## src/rtl/ad9361_rx_deframer.sv

```systemverilog
// AD9361 LVDS receive deframer: frame-lock state machine and I/Q word reassembly.
// Optional AD9361_RX_ERRCNT_EN builds the saturating frame error counter.
module ad9361_rx_deframer #(
    parameter int LANE_W    = 6,
    parameter int OUT_W     = 16,
    parameter int MAX_CH    = 2,
    parameter int LOCK_CNT  = 8,
    parameter int ERR_CNT_W = 16
) (
    input  logic                    i_data_clk,
    input  logic                    i_rst,
    input  logic [LANE_W-1:0]       i_din_rise,
    input  logic [LANE_W-1:0]       i_din_fall,
    input  logic                    i_frame_rise,
    input  logic                    i_frame_fall,
    input  logic                    i_chan_mode,
    input  logic                    i_swap_iq,
    output logic [MAX_CH*OUT_W-1:0] o_data_i,
    output logic [MAX_CH*OUT_W-1:0] o_data_q,
    output logic [MAX_CH-1:0]       o_data_valid,
    output logic                    o_locked,
    output logic                    o_frame_err,
    output logic [ERR_CNT_W-1:0]    o_err_cnt
);
    localparam int SAMPLE_W = 2 * LANE_W;

    typedef enum logic [1:0] {S_SEARCH, S_TRACK, S_LOCKED} state_t;

    state_t                  r_state;
    logic [1:0]              r_ph;
    logic [7:0]              r_good;
    logic [1:0]              r_prev_frame;
    logic                    r_mode;
    logic [SAMPLE_W-1:0]     r_prev_word;
    logic [MAX_CH*OUT_W-1:0] r_data_i;
    logic [MAX_CH*OUT_W-1:0] r_data_q;
    logic [MAX_CH-1:0]       r_valid;
    logic                    r_locked;
    logic                    r_frame_err;

    logic                w_mode1r;
    logic                w_mode_chg;
    logic [1:0]          w_frame;
    logic [SAMPLE_W-1:0] w_word;
    logic [1:0]          w_last_ph;
    logic                w_exp_hi;
    logic                w_match;
    logic                w_start;
    logic                w_viol;
    logic [OUT_W-1:0]    w_ext_prev;
    logic [OUT_W-1:0]    w_ext_cur;
    logic [OUT_W-1:0]    w_out_i;
    logic [OUT_W-1:0]    w_out_q;

    assign w_mode1r   = (MAX_CH == 1) ? 1'b1 : i_chan_mode;
    assign w_mode_chg = w_mode1r != r_mode;
    assign w_frame    = {i_frame_rise, i_frame_fall};
    assign w_word     = {i_din_rise, i_din_fall};
    assign w_last_ph  = w_mode1r ? 2'd1 : 2'd3;
    assign w_exp_hi   = w_mode1r ? (r_ph == 2'd0) : (r_ph < 2'd2);
    // Rise/fall disagreement never equals 11 or 00, so it falls out as a mismatch.
    assign w_match    = w_frame == {2{w_exp_hi}};
    assign w_start    = (w_frame == 2'b11) && (r_prev_frame == 2'b00);
    assign w_viol     = (r_state == S_LOCKED) && !w_mode_chg && !w_match;

    assign w_ext_prev = OUT_W'($signed(r_prev_word));
    assign w_ext_cur  = OUT_W'($signed(w_word));
    assign w_out_i    = i_swap_iq ? w_ext_cur  : w_ext_prev;
    assign w_out_q    = i_swap_iq ? w_ext_prev : w_ext_cur;

    always_ff @(posedge i_data_clk) begin
        if (i_rst) begin
            r_state      <= S_SEARCH;
            r_ph         <= '0;
            r_good       <= '0;
            r_prev_frame <= w_frame;
            r_mode       <= w_mode1r;
            r_prev_word  <= '0;
            r_data_i     <= '0;
            r_data_q     <= '0;
            r_valid      <= '0;
            r_locked     <= 1'b0;
            r_frame_err  <= 1'b0;
        end else begin
            r_prev_frame <= w_frame;
            r_mode       <= w_mode1r;
            r_prev_word  <= w_word;
            r_valid      <= '0;
            r_frame_err  <= w_viol;
            if (w_mode_chg) begin
                r_state  <= S_SEARCH;
                r_ph     <= '0;
                r_good   <= '0;
                r_locked <= 1'b0;
            end else begin
                case (r_state)
                    S_SEARCH: begin
                        if (w_start) begin
                            // The transition cycle itself is phase 0 of the first period.
                            r_state <= S_TRACK;
                            r_good  <= '0;
                            r_ph    <= 2'd1;
                        end
                    end
                    S_TRACK: begin
                        if (!w_match) begin
                            r_state <= S_SEARCH;
                            r_good  <= '0;
                            r_ph    <= '0;
                        end else if (r_ph == w_last_ph) begin
                            r_ph <= '0;
                            if (r_good == 8'(LOCK_CNT - 1)) begin
                                r_state  <= S_LOCKED;
                                r_locked <= 1'b1;
                                r_good   <= '0;
                            end else begin
                                r_good <= r_good + 8'd1;
                            end
                        end else begin
                            r_ph <= r_ph + 2'd1;
                        end
                    end
                    S_LOCKED: begin
                        if (!w_match) begin
                            r_state  <= S_SEARCH;
                            r_locked <= 1'b0;
                            r_good   <= '0;
                            r_ph     <= '0;
                        end else begin
                            for (int c = 0; c < MAX_CH; c++) begin
                                if (r_ph == 2'(2 * c + 1)) begin
                                    r_data_i[c*OUT_W +: OUT_W] <= w_out_i;
                                    r_data_q[c*OUT_W +: OUT_W] <= w_out_q;
                                    r_valid[c]                 <= 1'b1;
                                end
                            end
                            r_ph <= (r_ph == w_last_ph) ? 2'd0 : r_ph + 2'd1;
                        end
                    end
                    default: begin
                        r_state <= S_SEARCH;
                        r_ph    <= '0;
                        r_good  <= '0;
                    end
                endcase
            end
        end
    end

`ifdef AD9361_RX_ERRCNT_EN
    logic [ERR_CNT_W-1:0] r_err_cnt;

    always_ff @(posedge i_data_clk) begin
        if (i_rst)
            r_err_cnt <= '0;
        else if (w_viol && (r_err_cnt != '1))
            r_err_cnt <= r_err_cnt + 1'b1;
    end

    assign o_err_cnt = r_err_cnt;
`else
    assign o_err_cnt = '0;
`endif

    assign o_data_i     = r_data_i;
    assign o_data_q     = r_data_q;
    assign o_data_valid = r_valid;
    assign o_locked     = r_locked;
    assign o_frame_err  = r_frame_err;

endmodule

```

## config.mk

```make
export PLATFORM = sky130hd
export DESIGN_NAME = ad9361_rx_deframer
export DESIGN_NICKNAME = d
export VERILOG_FILES = /design/src/rtl/ad9361_rx_deframer.sv
export SDC_FILE = /design/constraint.sdc
export NUM_CORES = 1
export LEC_CHECK = 0
export CORE_ASPECT_RATIO = 1.4
export CORE_UTILIZATION = 30
export DETAILED_ROUTE_END_ITERATION = 10
export GPL_TIMING_DRIVEN = 0
export SLEW_MARGIN = 0
export SYNTH_ARGS = -nofsm -noshare
export SYNTH_HDL_FRONTEND = slang
export SYNTH_SLANG_ARGS = --single-unit
export TNS_END_PERCENT = 20
```

## constraint.sdc

```tcl
create_clock -name i_data_clk -period 2.1 [get_ports i_data_clk]
set_input_delay 0.21 -clock i_data_clk [delete_from_list [all_inputs] [get_ports i_data_clk]]
set_output_delay 0.21 -clock i_data_clk [all_outputs]
set_load 0.02 [all_outputs]
```

==> flow_summary.toml <==
[clocking]
clk_path_buf_depth = 2
clk_latency_ns = 0.34
hold_buffers = 0
htreeDepth = 3
cts_buffers = 9
cts_tree = "yes"
root_buffer = "clkbuf_16"
clock-sinks = 79
clk_pin_slew_ns = 0.06

[placed_design]
dp_hpwl_um = 7090
place.gp.congestion = 0.847
placed_area_mm2 = 0.00461
io_buffers = 83
dp_cells = 605
dpl_worst_slack_ns = -0.450

[setup_path]
critPathLaunchType = "flip-flop"
worst-r2r-setup-slack_ns = -0.12
end_kind = "flip-flop"
crit_required_ns = 2.33
worstSetupPathType = "flip-flop to flip-flop"
critPathArrivalTime_ns = 2.45
worst-path-max-fanout = 6

[floorplanning]
core_mm2 = 0.0114
rows = 46
num_io_pins = 102
dieArea_mm2 = 0.0122
die_h_um = 130
die_w_um = 93.7
initial_core_util = 0.310

[pwr]
power_density_mw_per_mm2 = 711
p_leak_nw = 2.06
peakVddDrop_mv = 0.451

[sta]
tightest_slew_ns = 0.739
min_period_ns = 2.22
slew_viol_final = 0
worst_slack_ns = -0.119
fmax_mhz = 451
maxSlewHeadroom = 0.507
hold_slack_ns = 0.252
hold_viol_final = 0
fin_skew_ns = 0.0114
rsz0062_at_grt = "true"
period_share = 1.06
finalSetupViolCount = 45

[status]
violations = "negative setup slack"
status = "finished, violations left"

[synthesis]
ys_ff_latch = 79
ys_types = 46
yosys.area.top_type_share = 0.448
ys_seq_area_frac = 0.448
async_flop_share = 0
synth_edf_count = 0
syn_area_mm2 = 0.00353
synthTopCellsByArea = "dfxtp_1 (45%), a211oi_1 (9.6%), mux2i_1 (7.4%)"
syn_inst = 363
syn_area_per_cell_um2 = 9.72
ys.flop_type = "dfxtp_1"
synthTopCellsByCount = "dfxtp_1 (79), nor2_1 (57), a211oi_1 (45), buf_4 (34), mux2i_1 (26)"
ys_warn_count = 0
synth_most_common_cell = "dfxtp_1"
yosys.area.top_type = "dfxtp_1"

[job]
drv_cap = 0

[cells_and_area]
design_area_mm2 = 0.00543
final_nets = 520
n_antenna_cell = 0
stdcell_count = 643
area_growth_pct = 54.0
nFillCells = 1073
drive_gt1_frac = 0.253

[route]
vias_per_cell = 4.78
num_vias = 3076
antenna_left = 0
dr.pass1.iters = 4
totalWireLength_um = 10300
drc = 0
drtIter0Drc = 145
routedWlPerCell_um = 15.9

[grt]
grt-ovfl-total = 0
antenna_found_initial = 0
grt_start_max_net_pins = 14
gr-usage-all-layers = 0.166
grt_pass1_vias = 2927
grt_pass1_wl_um = 15100

[min_path]
hold_path_class = "primary input to flip-flop"
-- flip-flops by register name (all words and copies together), names as in the netlist --
name,cells
r_prev_frame,2
o_data_q,24
r_state,2
r_prev_word,12
o_locked,1
o_data_i,24
o_frame_err,1
o_data_valid,2
r_mode,1
r_ph,2
r_good,8
-- final timing paths --
| path | to | cells after the start | startpoint |
|---|---|---|---|
| worst max register to register | r_good[0]$_SDFFE_PP0P_ | 10 | r_ph[0]$_SDFFE_PP0P_ |
| worst max-delay path | r_good[0]$_SDFFE_PP0P_ | 10 | r_ph[0]$_SDFFE_PP0P_ |
| worst min-delay path | r_prev_word[1]$_SDFF_PP0_ | 2 | i_rst |
| worst min register to register | o_data_q[25]$_SDFFE_PP0P_ | 2 | o_data_q[25]$_SDFFE_PP0P_ |
-- layout make-up --
| class | instances | area [um2] | area share |
|---|---|---|---|
| timing repair buffer | 106 | 1150 | 0.213 |
| clock buffer | 11 | 233 | 0.0428 |
| sequential | 79 | 1590 | 0.292 |
| buffer | 55 | 437 | 0.0804 |
| inverter | 7 | 26.3 | 0.00484 |
| tap | 144 | 180 | 0.0332 |
| multi-input combinational | 236 | 1750 | 0.323 |
| clock inverter | 5 | 58.8 | 0.0108 |
-- routing by layer --
metal  vias up  routed length [um]  GRT usage
met1      1453                3870      0.174
li1       1487                   -          -
met2       120                5450      0.310
met4         0                 227     0.0706
met3        16                 703     0.0455
met5         -                   0          0
-- critical path: stages (launching register included) --
cell     delay [ns]
dfxtp_4        0.35
inv_2          0.03
ha_2           0.16
and2_4         0.14
or4_4          0.54
buf_12         0.16
a32oi_4        0.24
buf_6          0.16
buf_6          0.12
nor3_2         0.04
o21a_1         0.16
-- cells in the final DEF (no fill, tap or decap), drive strengths merged, types with 2 or more instances in the layout --
cell type,Yosys,final
conb,1,16
inv,7,7
o21ai,2,2
clkinv,0,2
buf,46,66
and2,3,3
mux2i,26,26
nor3b,3,3
ha,8,8
a21oi,7,7
clkbuf,10,23
nor3,3,3
o2bb2ai,2,2
nor2,57,57
nor4,2,2
dfxtp,79,79
or4,2,2
clkdlybuf4s50,0,83
a32oi,2,2
nand3,4,4
nor2b,15,15
o21bai,3,3
a211oi,50,50
and3,4,4
a32o,3,3
nand2,11,11
clkinvlp,0,2
-- kinds of logic after synthesis --
group                      after synthesis  share of synthesized area
and+or+nand+nor                        108                      0.148
DFF                                     79                      0.448
AOI/OAI and AO/OA                       76                      0.174
buffers and inverters                   63                      0.121
muxes                                   26                     0.0738
adders and majority gates                8                     0.0284
xor gates and xnor gates                 2                    0.00497
other                                    1                    0.00106
-- through the flow --
| step | setup TNS, ns | power [W] | util |
|---|---|---|---|
| 2_1_floorplan | -0.0308 | 0.00200 | - |
| 3_3_place_gp | -22.28 | 0.00213 | 0.404 |
| 3_5_place_dp | -23.13 | 0.00215 | 0.404 |
| 4_1_cts | -3.52 | 0.00382 | 0.456 |
| 5_1_grt | -6.88 | 0.00404 | 0.477 |
| 6_report | -2.52 | 0.00386 | 0.477 |
-- power by group --
group          internal (W)  switching [W]
Combinational      0.000377       0.000400
Clock              0.000921       0.000618
Sequential          0.00153      0.0000196
-- repair_timing --
item,CTS,global route
gates resized for setup,28,32
cloned,4,2
buffers inserted,15,2
endpoints found under the setup margin,60,61
pin swaps,27,25
Note: power is estimated with default switching activity, not from simulation.
